===== src/rtl/add_sub_accumulator_if.sv =====
// add_sub_accumulator_if: start/term/result stream bundle for the accumulator
interface add_sub_accumulator_if #(
    parameter int DATA_WIDTH = 16,
    parameter int CNT_WIDTH  = 8
);
    logic                  start;
    logic [CNT_WIDTH-1:0]  n_terms;
    logic                  in_valid;
    logic                  in_ready;
    logic [DATA_WIDTH-1:0] in_data;
    logic                  in_sub;
    logic                  out_valid;
    logic                  out_ready;
    logic [DATA_WIDTH-1:0] out_data;
    logic                  out_overflow;
    logic                  busy;

    modport master (
        output start, n_terms, in_valid, in_data, in_sub, out_ready,
        input  in_ready, out_valid, out_data, out_overflow, busy
    );

    modport slave (
        input  start, n_terms, in_valid, in_data, in_sub, out_ready,
        output in_ready, out_valid, out_data, out_overflow, busy
    );
endinterface


===== src/rtl/add_sub_accumulator.sv =====
// add_sub_accumulator: burst add/subtract accumulator on a 4-bit-group CLA; ADD_SUB_ACC_SAT_EN enables saturation
module add_sub_accumulator #(
    parameter int DATA_WIDTH = 16,
    parameter int CNT_WIDTH  = 8
) (
    input logic clk,
    input logic rst,
    add_sub_accumulator_if.slave bus
);
    typedef enum logic [1:0] {IDLE, ACCUM, DONE} state_t;

    state_t                state;
    logic [DATA_WIDTH-1:0] acc, b, g, p, sum, nxt;
    logic [CNT_WIDTH-1:0]  cnt;
    logic                  sticky, in_ready, out_valid, busy, ovf, cy;
    logic [3:0]            k;

    assign b = bus.in_sub ? ~bus.in_data : bus.in_data;
    assign g = acc & b;
    assign p = acc ^ b;

    // carry-look-ahead within each 4-bit group, groups chained by their carry-out
    always_comb begin
        cy = bus.in_sub;
        k = '0;
        sum = '0;
        for (int i = 0; i < DATA_WIDTH; i += 4) begin
            k[0] = cy;
            k[1] = g[i] | (p[i] & k[0]);
            k[2] = g[i+1] | (p[i+1] & g[i]) | (p[i+1] & p[i] & k[0]);
            k[3] = g[i+2] | (p[i+2] & g[i+1]) | (p[i+2] & p[i+1] & g[i]) | (p[i+2] & p[i+1] & p[i] & k[0]);
            cy = g[i+3] | (p[i+3] & g[i+2]) | (p[i+3] & p[i+2] & g[i+1])
               | (p[i+3] & p[i+2] & p[i+1] & g[i]) | (p[i+3] & p[i+2] & p[i+1] & p[i] & k[0]);
            sum[i +: 4] = p[i +: 4] ^ k;
        end
    end

    // signed overflow: both operands share a sign the result does not
    assign ovf = (acc[DATA_WIDTH-1] == b[DATA_WIDTH-1]) && (sum[DATA_WIDTH-1] != acc[DATA_WIDTH-1]);

`ifdef ADD_SUB_ACC_SAT_EN
    // overflow direction follows the sign of acc: negative acc can only overflow downward
    assign nxt = !ovf ? sum : acc[DATA_WIDTH-1] ? {1'b1, {(DATA_WIDTH-1){1'b0}}} : {1'b0, {(DATA_WIDTH-1){1'b1}}};
`else
    assign nxt = sum;
`endif

    // burst control FSM with registered handshake outputs
    always_ff @(posedge clk) begin
        if (rst) begin
            state     <= IDLE;
            acc       <= '0;
            cnt       <= '0;
            sticky    <= 1'b0;
            in_ready  <= 1'b0;
            out_valid <= 1'b0;
            busy      <= 1'b0;
        end else begin
            case (state)
                IDLE: if (bus.start) begin
                    cnt       <= bus.n_terms;
                    acc       <= '0;
                    sticky    <= 1'b0;
                    busy      <= 1'b1;
                    state     <= (bus.n_terms == '0) ? DONE : ACCUM;
                    in_ready  <= (bus.n_terms != '0);
                    out_valid <= (bus.n_terms == '0);
                end
                ACCUM: if (bus.in_valid) begin
                    acc    <= nxt;
                    cnt    <= cnt - 1'b1;
                    sticky <= sticky | ovf;
                    if (cnt == CNT_WIDTH'(1)) begin
                        state     <= DONE;
                        in_ready  <= 1'b0;
                        out_valid <= 1'b1;
                    end
                end
                DONE: if (bus.out_ready) begin
                    state     <= IDLE;
                    out_valid <= 1'b0;
                    busy      <= 1'b0;
                end
                default: state <= IDLE;
            endcase
        end
    end

    assign bus.in_ready     = in_ready;
    assign bus.out_valid    = out_valid;
    assign bus.busy         = busy;
    assign bus.out_data     = acc;
    assign bus.out_overflow = sticky;
endmodule


===== src/flat_wrapper.sv =====
// flat-port wrapper written by rule: the top's interface ports become plain ports
module add_sub_accumulator_flat 
#(
    parameter int DATA_WIDTH = 16,
    parameter int CNT_WIDTH  = 8
)
  (clk, rst, bus_start, bus_n_terms, bus_in_valid, bus_in_data, bus_in_sub, bus_out_ready, bus_in_ready, bus_out_valid, bus_out_data, bus_out_overflow, bus_busy);
  add_sub_accumulator_if #(.DATA_WIDTH(DATA_WIDTH), .CNT_WIDTH(CNT_WIDTH)) bus_i ();
  input logic clk;
  input logic rst;
  input wire logic [$bits(bus_i.start)-1:0] bus_start;
  input wire logic [$bits(bus_i.n_terms)-1:0] bus_n_terms;
  input wire logic [$bits(bus_i.in_valid)-1:0] bus_in_valid;
  input wire logic [$bits(bus_i.in_data)-1:0] bus_in_data;
  input wire logic [$bits(bus_i.in_sub)-1:0] bus_in_sub;
  input wire logic [$bits(bus_i.out_ready)-1:0] bus_out_ready;
  output wire logic [$bits(bus_i.in_ready)-1:0] bus_in_ready;
  output wire logic [$bits(bus_i.out_valid)-1:0] bus_out_valid;
  output wire logic [$bits(bus_i.out_data)-1:0] bus_out_data;
  output wire logic [$bits(bus_i.out_overflow)-1:0] bus_out_overflow;
  output wire logic [$bits(bus_i.busy)-1:0] bus_busy;
  assign bus_i.start = bus_start;
  assign bus_i.n_terms = bus_n_terms;
  assign bus_i.in_valid = bus_in_valid;
  assign bus_i.in_data = bus_in_data;
  assign bus_i.in_sub = bus_in_sub;
  assign bus_i.out_ready = bus_out_ready;
  assign bus_in_ready = bus_i.in_ready;
  assign bus_out_valid = bus_i.out_valid;
  assign bus_out_data = bus_i.out_data;
  assign bus_out_overflow = bus_i.out_overflow;
  assign bus_busy = bus_i.busy;
  add_sub_accumulator #(.DATA_WIDTH(DATA_WIDTH), .CNT_WIDTH(CNT_WIDTH)) u_core (.clk(clk), .rst(rst), .bus(bus_i));
endmodule

===== config.mk =====
export PLATFORM = sky130hd
export DESIGN_NAME = add_sub_accumulator_flat
export DESIGN_NICKNAME = d
export VERILOG_FILES = /design/src/rtl/add_sub_accumulator_if.sv /design/src/rtl/add_sub_accumulator.sv /design/src/flat_wrapper.sv
export SDC_FILE = /design/constraint.sdc
export NUM_CORES = 1
export LEC_CHECK = 0
export ABC_CLOCK_PERIOD_IN_PS = 7400
export CORE_AREA = 5 5 66 113
export DETAILED_ROUTE_END_ITERATION = 6
export DIE_AREA = 0 0 71 118
export HOLD_SLACK_MARGIN = 0.12
export PLACE_DENSITY = 0.61
export SYNTH_ARGS = -nofsm -noshare
export SYNTH_HDL_FRONTEND = slang
export SYNTH_SLANG_ARGS = --single-unit

===== constraint.sdc =====
create_clock -name clk -period 7.4 [get_ports clk]
set_clock_uncertainty 0.1 [all_clocks]
set_input_delay 0.74 -clock clk [delete_from_list [all_inputs] [get_ports clk]]
set_output_delay 0.74 -clock clk [all_outputs]
set_load 0.02 [all_outputs]

# Yosys cells after proc, flatten, opt, wreduce, memory -nomap -nowiden
# Cells that the tools add are included.
[totals]
regBits = 30
[op_classes]
add_sub_neg = 1
eq_ne = 9
muxes = 27
bitwise_logic = 101
n_reduce_logical = 12
[op_table]
columns = ["op", "count"]
rows = [
  ["AND 1 bit", 57],
  ["two-way mux 16 bit", 3],
  ["bitwise OR 1 bit", 37],
  ["case mux 16 bit (2 select lines)", 1],
  ["two-way mux 8 bit", 2],
  ["NOT 16 bit", 1],
  ["case mux 8 bit (2 select lines)", 1],
  ["bitwise XOR 16 bit", 1],
  ["bitwise XOR 4 bit", 4],
  ["AND 15 bit", 1],
  ["two-way mux 1 bit", 10],
  ["two-way mux 2 bit", 5],
  ["equality test 8 x 1 -> 1 bit, second input constant", 1],
  ["zero test 8 bit", 1],
  ["AND reduction 4 bit", 2],
  ["nonzero test 8 bit", 1],
  ["subtractor 8 x 1 -> 8 bit, second input constant", 1],
  ["!= test 2 bit, second input constant", 3],
  ["case mux 1 bit (2 select lines)", 3],
  ["case mux 2 bit (3 select lines)", 1],
  ["AND reduction 3 bit", 2],
  ["AND reduction 5 bit", 1],
  ["nonzero test 2 bit", 2],
  ["case mux 1 bit (3 select lines)", 1],
  ["8 further kinds", 8],
]

# Longest topological paths before layout
# Gate-level depths: netlist (run 1).
[depth]
word_depth = 20
ltp_mapped = 13
ltp_nobuf = 11

# Worst setup path after synthesis (run 1)
# OpenSTA, ideal clock, no wires.
[synth_timing]
path_kind = "input to register"
from = "input port bus_in_sub"
to = "register u_core.acc[13] (netlist: u_core.bus.out_data[13])"
setup_ps = 128
arrival_time_ps = 3247
required_ps = 7172
path_slack_ps = 3925
path_stages = 12
n_path_buf = 2
path_cell_list = "buf_6 buf_1 xor2_1 ha_1 a21o_1 a21o_1 a22oi_1 nand3_1 fa_1 xor2_1 a22oi_1 nor2_1"
[synth_between]
elab_chain_len = 16
word_cells_on_any_way = 41
classes_between = "3 x mux; 38 x bitwise"
[synth_lines]
columns = ["element", "line", "text"]
rows = [
  ["from (decl)", "flat_wrapper.sv:15", "input wire logic [$bits(bus_i.in_sub)-1:0] bus_in_sub;"],
  ["two-way mux 16 bit", "add_sub_accumulator.sv:18", "assign b = bus.in_sub ? ~bus.in_data : bus.in_data;"],
  ["bitwise XOR 16 bit / AND 15 bit (equally long branches)", "add_sub_accumulator.sv:20, add_sub_accumulator.sv:19", ""],
  ["AND 1 bit, on equally long branches", "add_sub_accumulator.sv:32, add_sub_accumulator.sv:33", ""],
  ["bitwise OR 1 bit, or another cell as far along", "add_sub_accumulator.sv:32", "cy = g[i+3] | (p[i+3] & g[i+2]) | (p[i+3] & p[i+2] & g[i+1])"],
  ["bitwise OR 1 bit / AND 1 bit (equally long branches)", "add_sub_accumulator.sv:32, add_sub_accumulator.sv:33", ""],
  ["bitwise OR 1 bit / AND 1 bit (equally long branches)", "add_sub_accumulator.sv:33", "| (p[i+3] & p[i+2] & p[i+1] & g[i]) | (p[i+3] & p[i+2] & p[i+1] & p[i] & k[0]);"],
  ["bitwise OR 1 bit", "add_sub_accumulator.sv:33", ""],
  ["AND 1 bit", "add_sub_accumulator.sv:33", ""],
  ["bitwise OR 1 bit", "add_sub_accumulator.sv:33", ""],
  ["AND 1 bit", "add_sub_accumulator.sv:33", ""],
  ["bitwise OR 1 bit", "add_sub_accumulator.sv:33", ""],
  ["AND 1 bit", "add_sub_accumulator.sv:29", "k[1] = g[i] | (p[i] & k[0]);"],
  ["bitwise OR 1 bit", "add_sub_accumulator.sv:29", ""],
  ["bitwise XOR 4 bit *", "add_sub_accumulator.sv:34", "sum[i +: 4] = p[i +: 4] ^ k;"],
  ["two-way mux 16 bit *", "add_sub_accumulator.sv:69", "ACCUM: if (bus.in_valid) begin"],
  ["case mux 16 bit (2 select lines) *", "add_sub_accumulator.sv:59", "case (state)"],
  ["to (signal assigned)", "add_sub_accumulator.sv:70", "acc <= nxt;"],
  ["to (decl)", "add_sub_accumulator.sv:13", "logic [DATA_WIDTH-1:0] acc, b, g, p, sum, nxt;"],
]
# Mark *: on every way between the ends. The rest lies on a longest branch, timed or not. The select of a mux whose other input is x is not followed.
# A chain may end at the register's enable or synchronous reset.

# Worst setup path after layout (run 1)
# Same ends and word-level chain as after synthesis.

==> reports/summary.md, run 1 <==
### Logic synthesis
- 27.6% — sequential fraction of the synthesis area
- nor2_1, dfxtp_1, a21oi_1, ha_1, xor2_1 — Post-synth top cells
- 0 — Synth warnings
- 0 — EDFF count, synth
- 27.6% — top cell type's share of synthesized area
- nor2_1 — most used standard cell by instance count after synthesis
- 30 — flip-flop and latch count after synthesis
- dfxtp_1 — Yosys top cell by area
- 44 — Cell variety after synth
- 8.15 µm² — syn avg cell area
- 0% — Synth async-reset ratio
- 321 — post-synth net total
- dfxtp_1 — most used flip-flop cell after synthesis
- 267 — count of mapped cells out of synthesis
- dfxtp_1, ha_1, xor2_1 — synth top area cells
- 2180 µm² — post-synthesis instance area

### Timing
- 246 MHz — upper clock frequency limit
- 0 — number of pins with negative max-slew slack in the final report
- 0 — final setup violating endpoints
- 0.378 ns — Hold WS
- 0 — Fin. Hold Viols
- false — unrepaired setup endpoints after global routing
- 1.15 ns — Slew @ Worst Pin
- 4.06 ns — Tmin final
- 23.3% — normalized max-slew margin
- 54.8% — fin crit share
- 0 ns — setup TNS after final layout

### Critical path
- 7.42 ns — required time of the critical path
- in -> reg — crit path kind
- bus_in_sub — start point of the critical path
- 4.07 ns — worst endpoint data arrival time
- 19 — maximum fanout encountered on the critical timing path
- buffers and inverters — Top delay family on crit path
- u_core.state[1] — Critical R2R Launch
- 1 — crit path buf inv count
- flip-flop — category of the worst setup path capture point
- 0.94 ns — peak per-stage delay on the critical path
- clkdlybuf4s50_1 — CP max stage cell
- primary input — CP Launch Type
- clkdlybuf4s50_1, xor2_1, ha_1, a21o_1, a21o_1, a22oi_1, nand3_1, fa_1, xor2_1, a22oi_1, nor2_1 — crit-path cells

### Hold path
- u_core.bus.busy — launch point of the worst hold path
- reg -> reg — Min-Delay Path Class

### Pwr
- 46.1% — portion of total power attributed to combinational logic
- 39.6% — sw frac
- 28.6% — sequential group share of total power
- 0.00119 µW — reported leakage power
- 320 µW — reported net switching power
- 0.107 mV — maximum ir drop on the vdd rail
- 487 µW — total internal power
- 282 nW/µm² — pwr dens
- 25.3% — relative contribution of the clock network to total power

### Outcome
- finished clean — result of the run

### Route
- 5.69 mm — detailed-route wire length
- 14.4 µm — wire length per cell after detailed routing
- 5.15 — via-per-instance ratio
- 0 — residual DRC count
- 2028 — total via count after detailed routing
- 86 — initial DRC count
- 0 — Routed Antenna Nets
- 4 — first drt pass iteration count

### Global routing
- 14.5% — global-route met1 utilization
- 2.91% — met3 demand-to-capacity share in global routing
- 9.56 mm — first-pass GRT wire length
- met2 — layer carrying the most global-route usage
- 14.0% — total routing resource utilization after global routing
- 2087 — number of global-route vias before repair
- 26.7% — global-route met2 utilization
- 30 — largest net degree at the start of global routing
- 0 — initial antenna violation count
- 0 — Overflow after GRT

### Layout
- 697 — fill cell count
- 44.5% — final core utilization
- 601 µm² — register area
- 365 — Nets
- 0 — antenna diode count
- 31.8% — relative area change from synthesis to final layout
- 1480 µm² — area used by multi-input combinational logic
- 4.17% — share of post-route cells with drive strength above 1

### Placement
- 4.32 mm — detailed placer's ending HPWL
- 49 — IO buf count
- 0.786 — Routability Congestion

### CTS
- 0.27 ns — insertion delay of the later-clocked pin in the worst-skew pair
- 2 — maximum level of the CTS H-tree
- 0 — number of hold buffers added after cts
- 0.05 ns — clk slew on worst S/H paths
- 0 — number of setup buffers added after CTS
- built — clock tree from TritonCTS
- clkbuf_16 — Clk Tree Root Cell
- 30 — clock sink count
- 2 — maximum number of buffers from clock root to sink
- 0 — post-cts repair resize count
- 5 — TritonCTS buffer count

### Floorplan
- 39 — num rows
- 6440 µm² — Floorplan Core Area
- 118 µm — vertical die dimension
- 71 µm — Chip Width
- 50 — top-level port count
- 8380 µm² — die area
- 33.8% — starting density of the core

### Flow run
- 0 — max-capacitance violation count

[area by class of cell]
type                    count  area share, %
clock buffers               7           4.97
clock inverters             1          0.175
inverters                  13           1.70
multi-input cells         212           51.5
flip-flops and latches     30           20.9
well taps                  82           3.58
repair buffers             49           17.1
[power groups by stage]
stage	registers [µW]	logic [µW]	clock network, µW
3_3_place_gp	233	371	0
2_1_floorplan	244	256	0
3_5_place_dp	234	373	0
4_1_cts	231	377	210
5_1_grt	236	421	217
6_report	231	372	204
[layout by cell type (no fill, tap or decap), types with 5 or more instances in the layout]
cell             count
a21o_1               6
a21oi_1             21
a22oi_1             11
clkbuf_16            5
clkdlybuf4s50_1     49
dfxtp_1             30
ha_1                21
inv_1               13
nand2_1             17
nand3_1              8
nor2_1              43
o21ai_0              5
xnor2_1              8
xor2_1              19
[worst paths after layout]
kind                        endpoint  slack [ns]  cells past startpoint
min reg2reg          u_core.bus.busy        0.38                      2
min                  u_core.bus.busy        0.38                      2
max          u_core.bus.out_data[13]        3.34                     11
max reg2reg  u_core.bus.out_data[15]        4.80                      8
[sequential cells by signal, summed over array words and instances, names as in the netlist]
register	cells
u_core.bus.busy	1
u_core.state	2
u_core.cnt	8
u_core.bus.in_ready	1
u_core.bus.out_data	16
u_core.bus.out_valid	1
u_core.bus.out_overflow	1
[worst register-to-register path: stages, from the launching register on]
cell     delay [ns]
dfxtp_1        0.33
inv_1          0.10
ha_1           0.55
inv_1          0.38
o21a_1         0.31
o21a_1         0.25
nor2_1         0.31
a21oi_1        0.08
o21ai_1        0.12
[through the flow]
step / instance area [µm²] / total power (µW) / setup slack, ns / instances
floorplan: 2180 / 500 / 3.93 / 267
global placement: 2720 / 604 / 3.14 / 386
detailed placement: 2720 / 607 / 3.08 / 386
CTS: 2870 / 818 / 3.35 / 394
global route: 2870 / 874 / 3.10 / 394
finish: 2870 / 808 / 3.34 / 394
[cells by family (layout without fill, tap and decap cells)]
kind of cell,after synthesis,in the layout,share of synthesized area [%]
xor+xnor,27,27,10.9
buf+inv,25,70,4.66
fa+ha+maj,24,24,14.8
mux,2,2,0.978
flops,30,30,27.6
compound gates,74,74,23.7
simple gates,85,85,17.3
[routing by layer]
layer,routed length [µm],vias up
met1,2290,957
met2,3150,37
met5,0,-
met4,41,0
li1,-,1032
met3,213,2
Power figures use the tool's default switching activity.
==> inputs of run 2 (changes only) <==
--- a/config.mk
+++ b/config.mk
@@ -5,7 +5,7 @@
 export SDC_FILE = /design/constraint.sdc
 export NUM_CORES = 1
 export LEC_CHECK = 0
-export ABC_CLOCK_PERIOD_IN_PS = 7400
+export ABC_CLOCK_PERIOD_IN_PS = 4000
 export CORE_AREA = 5 5 66 113
 export DETAILED_ROUTE_END_ITERATION = 6
 export DIE_AREA = 0 0 71 118
==> constraint.sdc (replaced) <==
create_clock -name clk -period 4 [get_ports clk]
set_clock_uncertainty 0.1 [all_clocks]
set_input_delay 0.4 -clock clk [delete_from_list [all_inputs] [get_ports clk]]
set_output_delay 0.4 -clock clk [all_outputs]
set_load 0.02 [all_outputs]
==> reports/summary.md, run 2 (same netlist as run 1, synthesis figures left out) <==
### Global routing
- 0 — Overflow after GRT, unchanged
- 14.1% — total routing resource utilization after global routing, +0.14 points
- 9.60 mm — first-pass GRT wire length, +0.43%
- 0 — initial antenna violation count, unchanged
- 26.5% — global-route met2 utilization, -0.23 points
- 15.1% — global-route met1 utilization, +0.53 points
- 2074 — number of global-route vias before repair, -0.62%
- met2 — layer carrying the most global-route usage
- 23 — largest net degree at the start of global routing, -23%
- 2.82% — met3 demand-to-capacity share in global routing, -0.085 points

### Route
- 2000 — total via count after detailed routing, -1.4%
- 0 — Routed Antenna Nets, unchanged
- 74 — initial DRC count, -14%
- 14.1 µm — wire length per cell after detailed routing, -2.1%
- 5.57 mm — detailed-route wire length, -2.1%
- 5.08 — via-per-instance ratio, -1.4%
- 0 — residual DRC count, unchanged
- 4 — first drt pass iteration count, unchanged

### Critical path
- 1.42 ns — r2r setup slk, -3.38 ns
- 19 — maximum fanout encountered on the critical timing path, unchanged
- 4.06 ns — required time of the critical path, -3.36 ns
- in -> reg — crit path kind
- flip-flop — category of the worst setup path capture point
- primary input — CP Launch Type
- 3.27 ns — worst endpoint data arrival time, -0.80 ns

### CTS
- built — clock tree from TritonCTS
- 5 — TritonCTS buffer count, unchanged
- 0 — post-cts repair resize count, unchanged
- clkbuf_16 — Clk Tree Root Cell
- 0 — number of setup buffers added after CTS, unchanged
- 0.27 ns — insertion delay of the later-clocked pin in the worst-skew pair, about the same
- 2 — maximum number of buffers from clock root to sink, unchanged
- 2 — maximum level of the CTS H-tree, unchanged
- 30 — clock sink count, unchanged
- 0 — number of hold buffers added after cts, unchanged
- 0.05 ns — clk slew on worst S/H paths, about the same

### Hold path
- reg -> reg — Min-Delay Path Class

### Layout
- clkdlybuf4s50_1 — leading cell type in the layout, fill and taps excluded
- 669 — fill cell count, -4.0%
- 2870 µm² — area of all placed cells without fillers, +0.22%
- 4.49% — share of post-route cells with drive strength above 1, +0.32 points
- 601 µm² — register area, unchanged
- clkdlybuf4s50_1, nor2_1, dfxtp_1 — most frequent cells in the layout
- 1480 µm² — area used by multi-input combinational logic, unchanged
- 367 — Nets, +0.55%
- 0 — antenna diode count, unchanged
- 32.1% — relative area change from synthesis to final layout
- 16 — flip-flop count of the largest register after layout, unchanged

### Timing
- 36.3% — normalized max-slew margin, +13 points
- 0 ns — setup TNS after final layout, unchanged
- false — unrepaired setup endpoints after global routing
- 80.3% — fin crit share
- 0 — final setup violating endpoints, unchanged
- 311 MHz — upper clock frequency limit
- 0 — Fin. Hold Viols, unchanged
- 0.955 ns — Slew @ Worst Pin, -0.192 ns
- 0 — number of pins with negative max-slew slack in the final report, unchanged
- 0.384 ns — Hold WS, +0.00576 ns
- 3.21 ns — Tmin final

### Floorplan
- 8380 µm² — die area, unchanged
- 118 µm — vertical die dimension, unchanged
- 71 µm — Chip Width, unchanged
- 33.8% — starting density of the core, unchanged
- 39 — num rows, unchanged
- 50 — top-level port count, unchanged
- 6440 µm² — Floorplan Core Area, unchanged

### Pwr
- 0.00119 µW — reported leakage power, +0.38%
- 515 nW/µm² — pwr dens, +83%
- 0.244 mV — maximum ir drop on the vdd rail, +130%
- 1480 µW — Total Power, +83%

### Placement
- 49 — IO buf count, unchanged
- 0.771 — Routability Congestion, -1.9%
- 4.34 mm — detailed placer's ending HPWL, +0.37%
- 2740 µm² — instance area at placement, +0.55%

### Flow run
- 0 — max-capacitance violation count, unchanged

### Outcome
- finished clean — result of the run

-- run 2: stage by stage --
step | cells | util [%] | worst slack (ns)
4_1_cts | 394 | 44.6 | 0.807
5_1_grt | 394 | 44.6 | 0.573
6_report | 394 | 44.6 | 0.788
3_5_place_dp | 388 | 42.5 | 0.527
2_1_floorplan | 267 | - | 0.865
3_3_place_gp | 388 | 42.5 | 0.584
-- run 2: final cells by class --
type                            instances  area share [%]
Clock buffer                            6            4.83
Inverter                               13            1.70
Multi-Input combinational cell        212            51.4
Tap cell                               82            3.57
Timing Repair Buffer                   51            17.6
Sequential cell                        30            20.9
-- run 2: worst max-delay path, stage by stage --
cell and delay, ns:
clkdlybuf4s50_1 0.45, buf_4 0.28, xor2_1 0.18, ha_1 0.30, a21o_1 0.19, a21o_1 0.19
a22oi_1 0.31, nand3_1 0.18, fa_1 0.42, xor2_1 0.16, a22oi_1 0.15, nor2_1 0.06
-- run 2: worst paths after layout --
| path | end | start | depth (start not counted) |
|---|---|---|---|
| worst max-delay path | u_core.bus.out_data[13] | bus_in_sub | 12 |
| worst min-delay path | u_core.bus.busy | u_core.bus.busy | 2 |
| worst max register to register | u_core.cnt[4] | u_core.state[1] | 8 |
| worst min register to register | u_core.bus.busy | u_core.bus.busy | 2 |
-- run 2: metal layers --
| layer | routed length [µm] | share of wire (%) |
|---|---|---|
| met1 | 2200 | 40 |
| met2 | 3070 | 55 |
| met3 | 214 | 3.8 |
| met4 | 88 | 1.6 |
| met5 | 0 | 0 |
-- run 2: power by group --
| group | switching [µW] | internal, µW | total, µW |
|---|---|---|---|
| Clock | 127 | 240 | 367 |
| Sequential | 58.7 | 367 | 426 |
| Combinational | 399 | 289 | 688 |
==> inputs of run 3 (changes only) <==
--- a/config.mk
+++ b/config.mk
@@ -5,7 +5,7 @@
 export SDC_FILE = /design/constraint.sdc
 export NUM_CORES = 1
 export LEC_CHECK = 0
-export ABC_CLOCK_PERIOD_IN_PS = 4000
+export ABC_CLOCK_PERIOD_IN_PS = 3200
 export CORE_AREA = 5 5 66 113
 export DETAILED_ROUTE_END_ITERATION = 6
 export DIE_AREA = 0 0 71 118
==> constraint.sdc (replaced) <==
create_clock -name clk -period 3.2 [get_ports clk]
set_clock_uncertainty 0.1 [all_clocks]
set_input_delay 0.32 -clock clk [delete_from_list [all_inputs] [get_ports clk]]
set_output_delay 0.32 -clock clk [all_outputs]
set_load 0.02 [all_outputs]
==> reports/summary.md, run 3 (same netlist as run 1, synthesis figures left out) <==
### Outcome
- finished clean — result of the run

### Route
- 5.15 — via-per-instance ratio, +1.4%
- 2075 — total via count after detailed routing, +3.8%
- 14.0 µm — wire length per cell after detailed routing, -0.85%
- 0 — Routed Antenna Nets, unchanged
- 64 — initial DRC count, -14%
- 0 — residual DRC count, unchanged
- 5.65 mm — detailed-route wire length, +1.4%
- 4 — first drt pass iteration count, unchanged

### Critical path
- 0.50 ns — peak per-stage delay on the critical path, +0.05 ns
- 15 — maximum fanout encountered on the critical timing path, -4
- 3.00 ns — worst endpoint data arrival time, -0.27 ns
- clkdlybuf4s50_1 — CP max stage cell
- 3.31 ns — required time of the critical path, -0.75 ns
- primary input — CP Launch Type
- flip-flop — category of the worst setup path capture point
- in -> reg — crit path kind
- 0.80 ns — r2r setup slk, -0.62 ns
- a21o_1 — most common cell type on the critical path
- clkdlybuf4s50_1, buf_12, xor2_1, ha_1, a21o_1, a21o_1, a22oi_1, buf_4, a41oi_2, xnor2_1, or4_1, o21ai_1 — crit-path cells

### CTS
- 0 — number of setup buffers added after CTS, unchanged
- 0.28 ns — insertion delay of the later-clocked pin in the worst-skew pair, about the same
- 0 — post-cts repair resize count, unchanged
- 0.05 ns — clk slew on worst S/H paths, about the same
- 2 — maximum number of buffers from clock root to sink, unchanged
- built — clock tree from TritonCTS
- 0 — number of hold buffers added after cts, unchanged
- 30 — clock sink count, unchanged
- 2 — maximum level of the CTS H-tree, unchanged
- clkbuf_16 — Clk Tree Root Cell
- 5 — TritonCTS buffer count, unchanged

### Placement
- 0.783 — Routability Congestion, +1.6%
- 4.47 mm — detailed placer's ending HPWL, +3.1%
- 49 — IO buf count, unchanged

### Timing
- 0 — Fin. Hold Viols, unchanged
- 0 ns — setup TNS after final layout, unchanged
- 0 — number of pins with negative max-slew slack in the final report, unchanged
- 90.4% — fin crit share
- 2.89 ns — Tmin final
- false — unrepaired setup endpoints after global routing
- 0.576 ns — Slew @ Worst Pin, -0.379 ns
- 346 MHz — upper clock frequency limit
- 0 — final setup violating endpoints, unchanged
- 0.376 ns — Hold WS, -0.00760 ns
- 61.5% — normalized max-slew margin, +25 points

### Flow run
- 0 — max-capacitance violation count, unchanged

### Layout
- 0 — antenna diode count, unchanged
- 374 — Nets, +1.9%
- clkdlybuf4s50_1 — leading cell type in the layout, fill and taps excluded
- 16 — flip-flop count of the largest register after layout, unchanged
- clkdlybuf4s50_1, nor2_1, dfxtp_1 — most frequent cells in the layout
- 36.7% — relative area change from synthesis to final layout
- 679 — fill cell count, +1.5%
- 6.85% — share of post-route cells with drive strength above 1, +2.4 points
- 46.2% — final core utilization, +1.6 points

### Global routing
- 9.50 mm — first-pass GRT wire length, -1.0%
- 2095 — number of global-route vias before repair, +1.0%
- 14.0% — total routing resource utilization after global routing, -0.059 points
- 0 — Overflow after GRT, unchanged
- 18 — largest net degree at the start of global routing, -22%
- 0 — initial antenna violation count, unchanged

### Hold path
- reg -> reg — Min-Delay Path Class

### Floorplan
- 33.8% — starting density of the core, unchanged
- 6440 µm² — Floorplan Core Area, unchanged
- 71 µm — Chip Width, unchanged
- 50 — top-level port count, unchanged
- 39 — num rows, unchanged
- 118 µm — vertical die dimension, unchanged
- 8380 µm² — die area, unchanged

### Pwr
- 0.273 mV — maximum ir drop on the vdd rail, +12%
- 659 nW/µm² — pwr dens, +28%
- 0.00125 µW — reported leakage power, +4.6%

[run 3: final timing paths]
path                           from                       to  cells past startpoint
max                      bus_in_sub  u_core.bus.out_data[15]                     12
min                 u_core.bus.busy          u_core.bus.busy                      2
max reg2reg  u_core.bus.out_data[9]  u_core.bus.out_data[15]                      9
min reg2reg         u_core.bus.busy          u_core.bus.busy                      2
[run 3: final cells by class]
type | instances | area, µm² | share of cell area [%]
multi-input cells | 212 | 1470 | 49.5
flip-flops and latches | 30 | 601 | 20.2
repair buffers | 58 | 583 | 19.6
clock buffers | 8 | 166 | 5.59
well taps | 82 | 103 | 3.45
inverters | 13 | 48.8 | 1.64
[run 3: per-stage QoR]
step | total power (µW) | cell area [µm²] | worst slack [ns] | cells
6_report | 1960 | 2980 | 0.308 | 403
5_1_grt | 2110 | 2980 | 0.123 | 403
4_1_cts | 1980 | 2980 | 0.301 | 403
3_5_place_dp | 1450 | 2810 | 0.0332 | 395
3_3_place_gp | 1440 | 2810 | 0.0657 | 395
2_1_floorplan | 1160 | 2180 | 0.145 | 267
[run 3: report_power, final]
group	total (µW)	internal [µW]	leakage, µW	switching [µW]
clock	517	352	0.0000832	165
sequential	533	459	0.000245	74.9
combinational	909	401	0.000919	509
[run 3: layer usage]
metal | up-vias | GRT usage [%] | routed length [µm]
li1 | 1053 | - | -
met1 | 972 | 14.5 | 2170
met2 | 41 | 26.3 | 3130
met3 | 9 | 2.74 | 221
met4 | 0 | 6.35 | 121
met5 | - | 0 | 0
[run 3: critical path, delay by kind of cell]
family,cells,cell delay [ns]
XOR/XNOR,2,0.32
AND/OR/NAND/NOR,1,0.40
buffers and inverters,3,0.83
adder cells (fa/ha/maj),1,0.26
AO/OA/AOI/OAI,5,0.84
